[src/rtl/addsub_pipe.sv]
// addsub_pipe: pipelined two's-complement adder/subtractor with valid/ready
// handshaking on both sides. The carry chain is cut into STAGES chunks of
// CW = WIDTH/STAGES bits, with one register per chunk. The last register is
// the output register and also holds the result flags.
//
// Parameters:
//   WIDTH  operand/result width (>= 2)
//   STAGES pipeline depth; WIDTH must be a multiple of STAGES
//
// Ports:
//   clk, rst            clock, asynchronous active-high reset
//   in_valid/in_ready   operand handshake (a, b, sub: 0 = a+b, 1 = a-b)
//   out_valid/out_ready result handshake
//   result              sum/difference
//   cout, ovf           raw carry out of the MSB, signed overflow
//   zero, neg           result == 0, result MSB
//
// Optional build macro:
//   ADDSUB_SAT_EN  clamp result to the signed limit on overflow
//                  (cout/ovf still report the raw condition).
module addsub_pipe #(
    parameter int WIDTH  = 32,
    parameter int STAGES = 4
) (
    input  logic             clk,
    input  logic             rst,
    input  logic             in_valid,
    output logic             in_ready,
    input  logic [WIDTH-1:0] a,
    input  logic [WIDTH-1:0] b,
    input  logic             sub,
    output logic             out_valid,
    input  logic             out_ready,
    output logic [WIDTH-1:0] result,
    output logic             cout,
    output logic             ovf,
    output logic             zero,
    output logic             neg
);

    localparam int CW   = WIDTH / STAGES;
    localparam int LAST = STAGES - 1;

    // Per-stage registers. Operand B is stored already inverted for
    // subtraction, so only the carry has to travel with it.
    logic [STAGES-1:0] valid_q, valid_d;
    logic [WIDTH-1:0]  a_q     [STAGES];
    logic [WIDTH-1:0]  a_d     [STAGES];
    logic [WIDTH-1:0]  b_q     [STAGES];
    logic [WIDTH-1:0]  b_d     [STAGES];
    logic [WIDTH-1:0]  r_q     [STAGES];
    logic [WIDTH-1:0]  r_d     [STAGES];
    logic              carry_q [STAGES];
    logic              carry_d [STAGES];

    // Stage inputs: stage 0 is fed from the ports, stage i from register i-1.
    logic [WIDTH-1:0]  src_a [STAGES];
    logic [WIDTH-1:0]  src_b [STAGES];
    logic [WIDTH-1:0]  src_r [STAGES];
    logic              src_c [STAGES];
    logic [STAGES-1:0] src_v;
    logic [CW:0]       csum  [STAGES];

    // Output register
    logic [WIDTH-1:0] res_q, res_d;
    logic             cout_q, cout_d;
    logic             ovf_q, ovf_d;
    logic             zero_q, zero_d;
    logic             neg_q, neg_d;

    logic [WIDTH-1:0] raw;
    logic             msb_cin;
    logic             adv;

    // Whole pipeline moves in lock-step; a stalled output freezes every stage.
    assign adv      = !valid_q[LAST] || out_ready;
    assign in_ready = adv;

    always_comb begin
        src_a[0] = a;
        src_b[0] = b ^ {WIDTH{sub}};
        src_r[0] = '0;
        src_c[0] = sub;
        src_v[0] = in_valid;
        for (int i = 1; i < STAGES; i++) begin
            src_a[i] = a_q[i-1];
            src_b[i] = b_q[i-1];
            src_r[i] = r_q[i-1];
            src_c[i] = carry_q[i-1];
            src_v[i] = valid_q[i-1];
        end

        for (int i = 0; i < STAGES; i++) begin
            csum[i] = {1'b0, src_a[i][i*CW +: CW]}
                    + {1'b0, src_b[i][i*CW +: CW]}
                    + {{CW{1'b0}}, src_c[i]};
            r_d[i]              = src_r[i];
            r_d[i][i*CW +: CW]  = csum[i][CW-1:0];
            carry_d[i]          = csum[i][CW];
            a_d[i]              = src_a[i];
            b_d[i]              = src_b[i];
            valid_d[i]          = src_v[i];
        end

        raw = r_d[LAST];
        // Carry into the MSB recovered from the MSB sum bit: s = a ^ b ^ cin.
        msb_cin = src_a[LAST][WIDTH-1] ^ src_b[LAST][WIDTH-1] ^ raw[WIDTH-1];
        cout_d  = carry_d[LAST];
        ovf_d   = msb_cin ^ carry_d[LAST];

`ifdef ADDSUB_SAT_EN
        res_d = raw;
        // Raw MSB set on overflow means the true result was positive.
        if (ovf_d) begin
            res_d = raw[WIDTH-1] ? {1'b0, {(WIDTH-1){1'b1}}}
                                 : {1'b1, {(WIDTH-1){1'b0}}};
        end
`else
        res_d = raw;
`endif

        zero_d = (res_d == '0);
        neg_d  = res_d[WIDTH-1];
    end

    always_ff @(posedge clk or posedge rst) begin
        if (rst) begin
            valid_q <= '0;
            for (int i = 0; i < STAGES; i++) begin
                a_q[i]     <= '0;
                b_q[i]     <= '0;
                r_q[i]     <= '0;
                carry_q[i] <= 1'b0;
            end
            res_q  <= '0;
            cout_q <= 1'b0;
            ovf_q  <= 1'b0;
            zero_q <= 1'b0;
            neg_q  <= 1'b0;
        end else if (adv) begin
            valid_q <= valid_d;
            // Data registers only load for real beats; bubbles leave them idle.
            for (int i = 0; i < STAGES; i++) begin
                if (src_v[i]) begin
                    a_q[i]     <= a_d[i];
                    b_q[i]     <= b_d[i];
                    r_q[i]     <= r_d[i];
                    carry_q[i] <= carry_d[i];
                end
            end
            if (src_v[LAST]) begin
                res_q  <= res_d;
                cout_q <= cout_d;
                ovf_q  <= ovf_d;
                zero_q <= zero_d;
                neg_q  <= neg_d;
            end
        end
    end

    assign out_valid = valid_q[LAST];
    assign result    = res_q;
    assign cout      = cout_q;
    assign ovf       = ovf_q;
    assign zero      = zero_q;
    assign neg       = neg_q;

endmodule

[config.mk]
export PLATFORM = sky130hd
export DESIGN_NAME = addsub_pipe
export DESIGN_NICKNAME = d
export VERILOG_FILES = /design/src/rtl/addsub_pipe.sv
export SDC_FILE = /design/constraint.sdc
export NUM_CORES = 1
export LEC_CHECK = 0
export ABC_AREA = 1
export CAP_MARGIN = 10
export CORE_MARGIN = 4
export CORE_UTILIZATION = 30
export CTS_CLUSTER_DIAMETER = 60
export DETAILED_ROUTE_END_ITERATION = 8
export PLACE_DENSITY = 0.51
export SYNTH_ARGS = -nofsm -noshare
export SYNTH_HDL_FRONTEND = slang
export SYNTH_SLANG_ARGS = --single-unit
[constraint.sdc]
create_clock -name clk -period 10.6 [get_ports clk]
set_input_delay 1.59 -clock clk [delete_from_list [all_inputs] [get_ports clk]]
set_output_delay 1.59 -clock clk [all_outputs]
set_load 0.02 [all_outputs]
==> impl_metrics.json <==
{
  "die_h_um": 179,
  "wl_per_cell_um": 13.1,
  "synth_compound_gate_area_share_pct": 7.59,
  "grt_max_degree": 111,
  "synth.area.mux_share_pct": 0,
  "fmax_mhz": 225,
  "synth_area_per_cell_um2": 8.66,
  "tightest_slew_ns": 1.00,
  "relSlewSlack_pct": 33.1,
  "grt_overflow": 0,
  "power_density_nw_per_um2": 276,
  "netlist_instances": 1008,
  "synth_xor_area_share_pct": 4.11,
  "startpoint_type": "input pin",
  "fin_nets": 1200,
  "portBuffers": 106,
  "ir_worst_vdd_mv": 0.0979,
  "clk_latency_ns": 0.44,
  "drt_wl_total_um": 19500,
  "worstReg2RegStart": "valid_q[3]$_DFFE_PP0N_",
  "crit_end": "in_ready",
  "yosysWarnings": 0,
  "layout-drive-gt1-share_pct": 5.77,
  "setup_tns_ns": 0,
  "cp.arrival_ns": 2.85,
  "dp_slack_ns": 6.15,
  "crit_slowest_cell": "clkdlybuf4s50_1",
  "crit_cells": 4,
  "clock_skew_ns": 0.0167,
  "cts_tree": "done",
  "num_antenna_cells": 0,
  "placed_area_um2": 10100,
  "dieArea_um2": 31900,
  "synth_area_leader_cell": "dfrtp_1",
  "numCtsBuffers": 17,
  "critPathTopFamily": "buffers and inverters",
  "ant_nets": 0,
  "cts_setup_buffers": 0,
  "cellLeakagePower_nw": 5.25,
  "core-area_um2": 28700,
  "postCtsResizedCells": 0,
  "synth_seq_area_share_pct": 53.3,
  "rsz0062_at_grt": "false",
  "dpl.hpwl_um": 13800,
  "cts.reportedPaths.clkPinSlew_ns": 0.07,
  "synth-simple-area-share_pct": 23.0,
  "final_util_pct": 37.1,
  "slowest_delay_ns": 0.63,
  "r2r_cells": 7,
  "track_usage_pct": 12.8,
  "power_mw": 2.94,
  "setup_viol": 0,
  "start_util_pct": 30.4,
  "rrSetupSlack_ns": 8.49,
  "synth.top_cells.by_area": "dfrtp_1, nand2_1, ha_1, inv_1, o21ai_0",
  "fin_crit_sh_pct": 41.9,
  "crit_path_cell_trace": "clkdlybuf4s50_1, inv_2, nand2_4, clkdlybuf4s50_1",
  "cp-startpoint": "out_ready",
  "worstPathRequired_ns": 9.01,
  "drc": 0,
  "synth_top_family_by_area": "simple AND/OR/NAND/NOR gates",
  "rows": 62,
  "grt_pass1_wl_um": 32400,
  "ys_ff_latch": 186,
  "area_growth_pct": 21.9,
  "fin_hold_ws_ns": 0.468,
  "cp_max_fo": 8,
  "placedCellCount": 1461,
  "synthAdderAreaFrac_pct": 5.62,
  "clock_path_buffers": 2,
  "finalHoldViolations": 0,
  "htree_levels": 4,
  "gp_congestion": 0.760,
  "antenna_found_initial": 0,
  "io-pin-count": 107,
  "drv_cap": 0,
  "status": "complete, no violations",
  "ctsHoldBuffers": 0,
  "syn_nets": 1112,
  "cp-end-kind": "output pin",
  "fin_area_um2": 10600,
  "dieWidth_um": 179,
  "via_per_inst": 4.27,
  "crit_top_cell": "clkdlybuf4s50_1",
  "syn_area_um2": 8730,
  "dr.pass1.iters": 4,
  "worstSetupPathType": "in2out",
  "synth_cell_types": 36,
  "finalCriticalPeriod_ns": 4.44,
  "grt_pass1_vias": 6256,
  "hp-class": "reg2reg",
  "tritoncts_num_sinks": 186,
  "fin_cells": 1493,
  "cts-root-buf": "clkbuf_16",
  "setup_ws_ns": 6.16,
  "vias": 6382,
  "critPathBufInv": 3,
  "drt_iter0_markers": 326,
  "synth_top_area_share_pct": 53.3,
  "report.final.slew_viol_count": 0,
  "timing.rr.end": "r_d[44]$_DFFE_PP0P_"
}
[power breakdown]
group          switching, mW  internal, mW
registers              0.156         0.992
clock network          0.304         0.315
logic                  0.717         0.453
total                   1.18          1.76
[cells in the final DEF, fill, tap and decap left out, types with 2 or more instances in the layout]
master	count
a21oi_1	14
a31o_2	2
a31oi_1	2
buf_4	4
clkbuf_16	17
clkdlybuf4s50_1	105
clkinv_4	4
clkinv_8	2
clkinvlp_4	2
dfrtp_1	186
fa_1	7
ha_1	28
inv_1	72
inv_2	6
inv_4	2
inv_6	3
inv_8	5
nand2_1	419
nand2_2	7
nand3_1	19
nand3_2	2
nand3b_1	6
nand4_1	9
nor2_1	29
nor2_4	2
o21a_1	2
o21ai_0	54
o21ai_1	44
o22ai_1	4
xnor2_1	30
xor2_1	11
[worst register-to-register path, stage by stage, from the launching register on]
cell and delay [ns]:
dfrtp_1 0.42, nand2_4 0.14, inv_4 0.08, nor2_4 0.07, buf_4 0.43, inv_2 0.51, nand2_1 0.22, o21ai_1 0.08
[worst min path at each step]
stage                                   start             endpoint  cells past startpoint
after global placement    b_d[56]$_DFFE_PP0P_  b_d[56]$_DFFE_PP0P_                      2
after floorplan           a_d[57]$_DFFE_PP0P_  a_d[57]$_DFFE_PP0P_                      2
after global routing      b_d[93]$_DFFE_PP0P_  b_d[93]$_DFFE_PP0P_                      2
final                     b_d[58]$_DFFE_PP0P_  b_d[26]$_DFFE_PP0P_                      2
after detailed placement  r_d[35]$_DFFE_PP0P_  r_d[35]$_DFFE_PP0P_                      2
after CTS                 b_d[58]$_DFFE_PP0P_  b_d[58]$_DFFE_PP0P_                      2
[area by class of cell]
type / count / area (µm²)
inverter: 82 / 318
multi-input combinational: 699 / 3520
sequential: 186 / 4650
timing repair buffer: 110 / 1090
clock buffer: 17 / 425
tap: 384 / 480
clock inverter: 15 / 156
fill: 3019 / 18100
[sequential cells by signal, summed over array words and instances, names as in the netlist]
signal   flops
b_d         48
zero         1
carry_q      3
ovf          1
cout         1
r_d         48
a_d         48
valid_q      4
result      32
[kinds of logic (layout without fill, tap and decap cells)]
| logic type | count (synthesis) | count (layout) |
|---|---|---|
| and+or+nand+nor | 497 | 497 |
| DFF | 186 | 186 |
| AOI/OAI and AO/OA | 126 | 126 |
| buffers and inverters | 123 | 224 |
| xor gates and xnor gates | 41 | 41 |
| adders and majority gates | 35 | 35 |
[Yosys cell counts (all sizes together)]
| cell | count |
|---|---|
| o21a | 2 |
| a21o | 1 |
| o21bai | 1 |
| ha | 28 |
| nor2 | 32 |
| a21oi | 15 |
| a31o | 2 |
| nand2 | 427 |
| clkbuf | 3 |
| fa | 7 |
| nand2b | 1 |
| nand3b | 6 |
| buf | 38 |
| or2 | 1 |
| xnor2 | 30 |
| nand3 | 21 |
| inv | 81 |
| nand4 | 9 |
| a31oi | 2 |
| clkinv | 1 |
| o22ai | 4 |
| xor2 | 11 |
| dfrtp | 186 |
| o21ai | 99 |
[routing by layer]
metal  track usage (%)  share of wire [%]  vias up
li1                  -                  -     3343
met1              19.3                 53     2934
met2              18.4                 42       93
met3              2.71                3.9       12
met4              3.65               0.99        0
met5                 0                  0        -
Power figures use the tool's default switching activity.
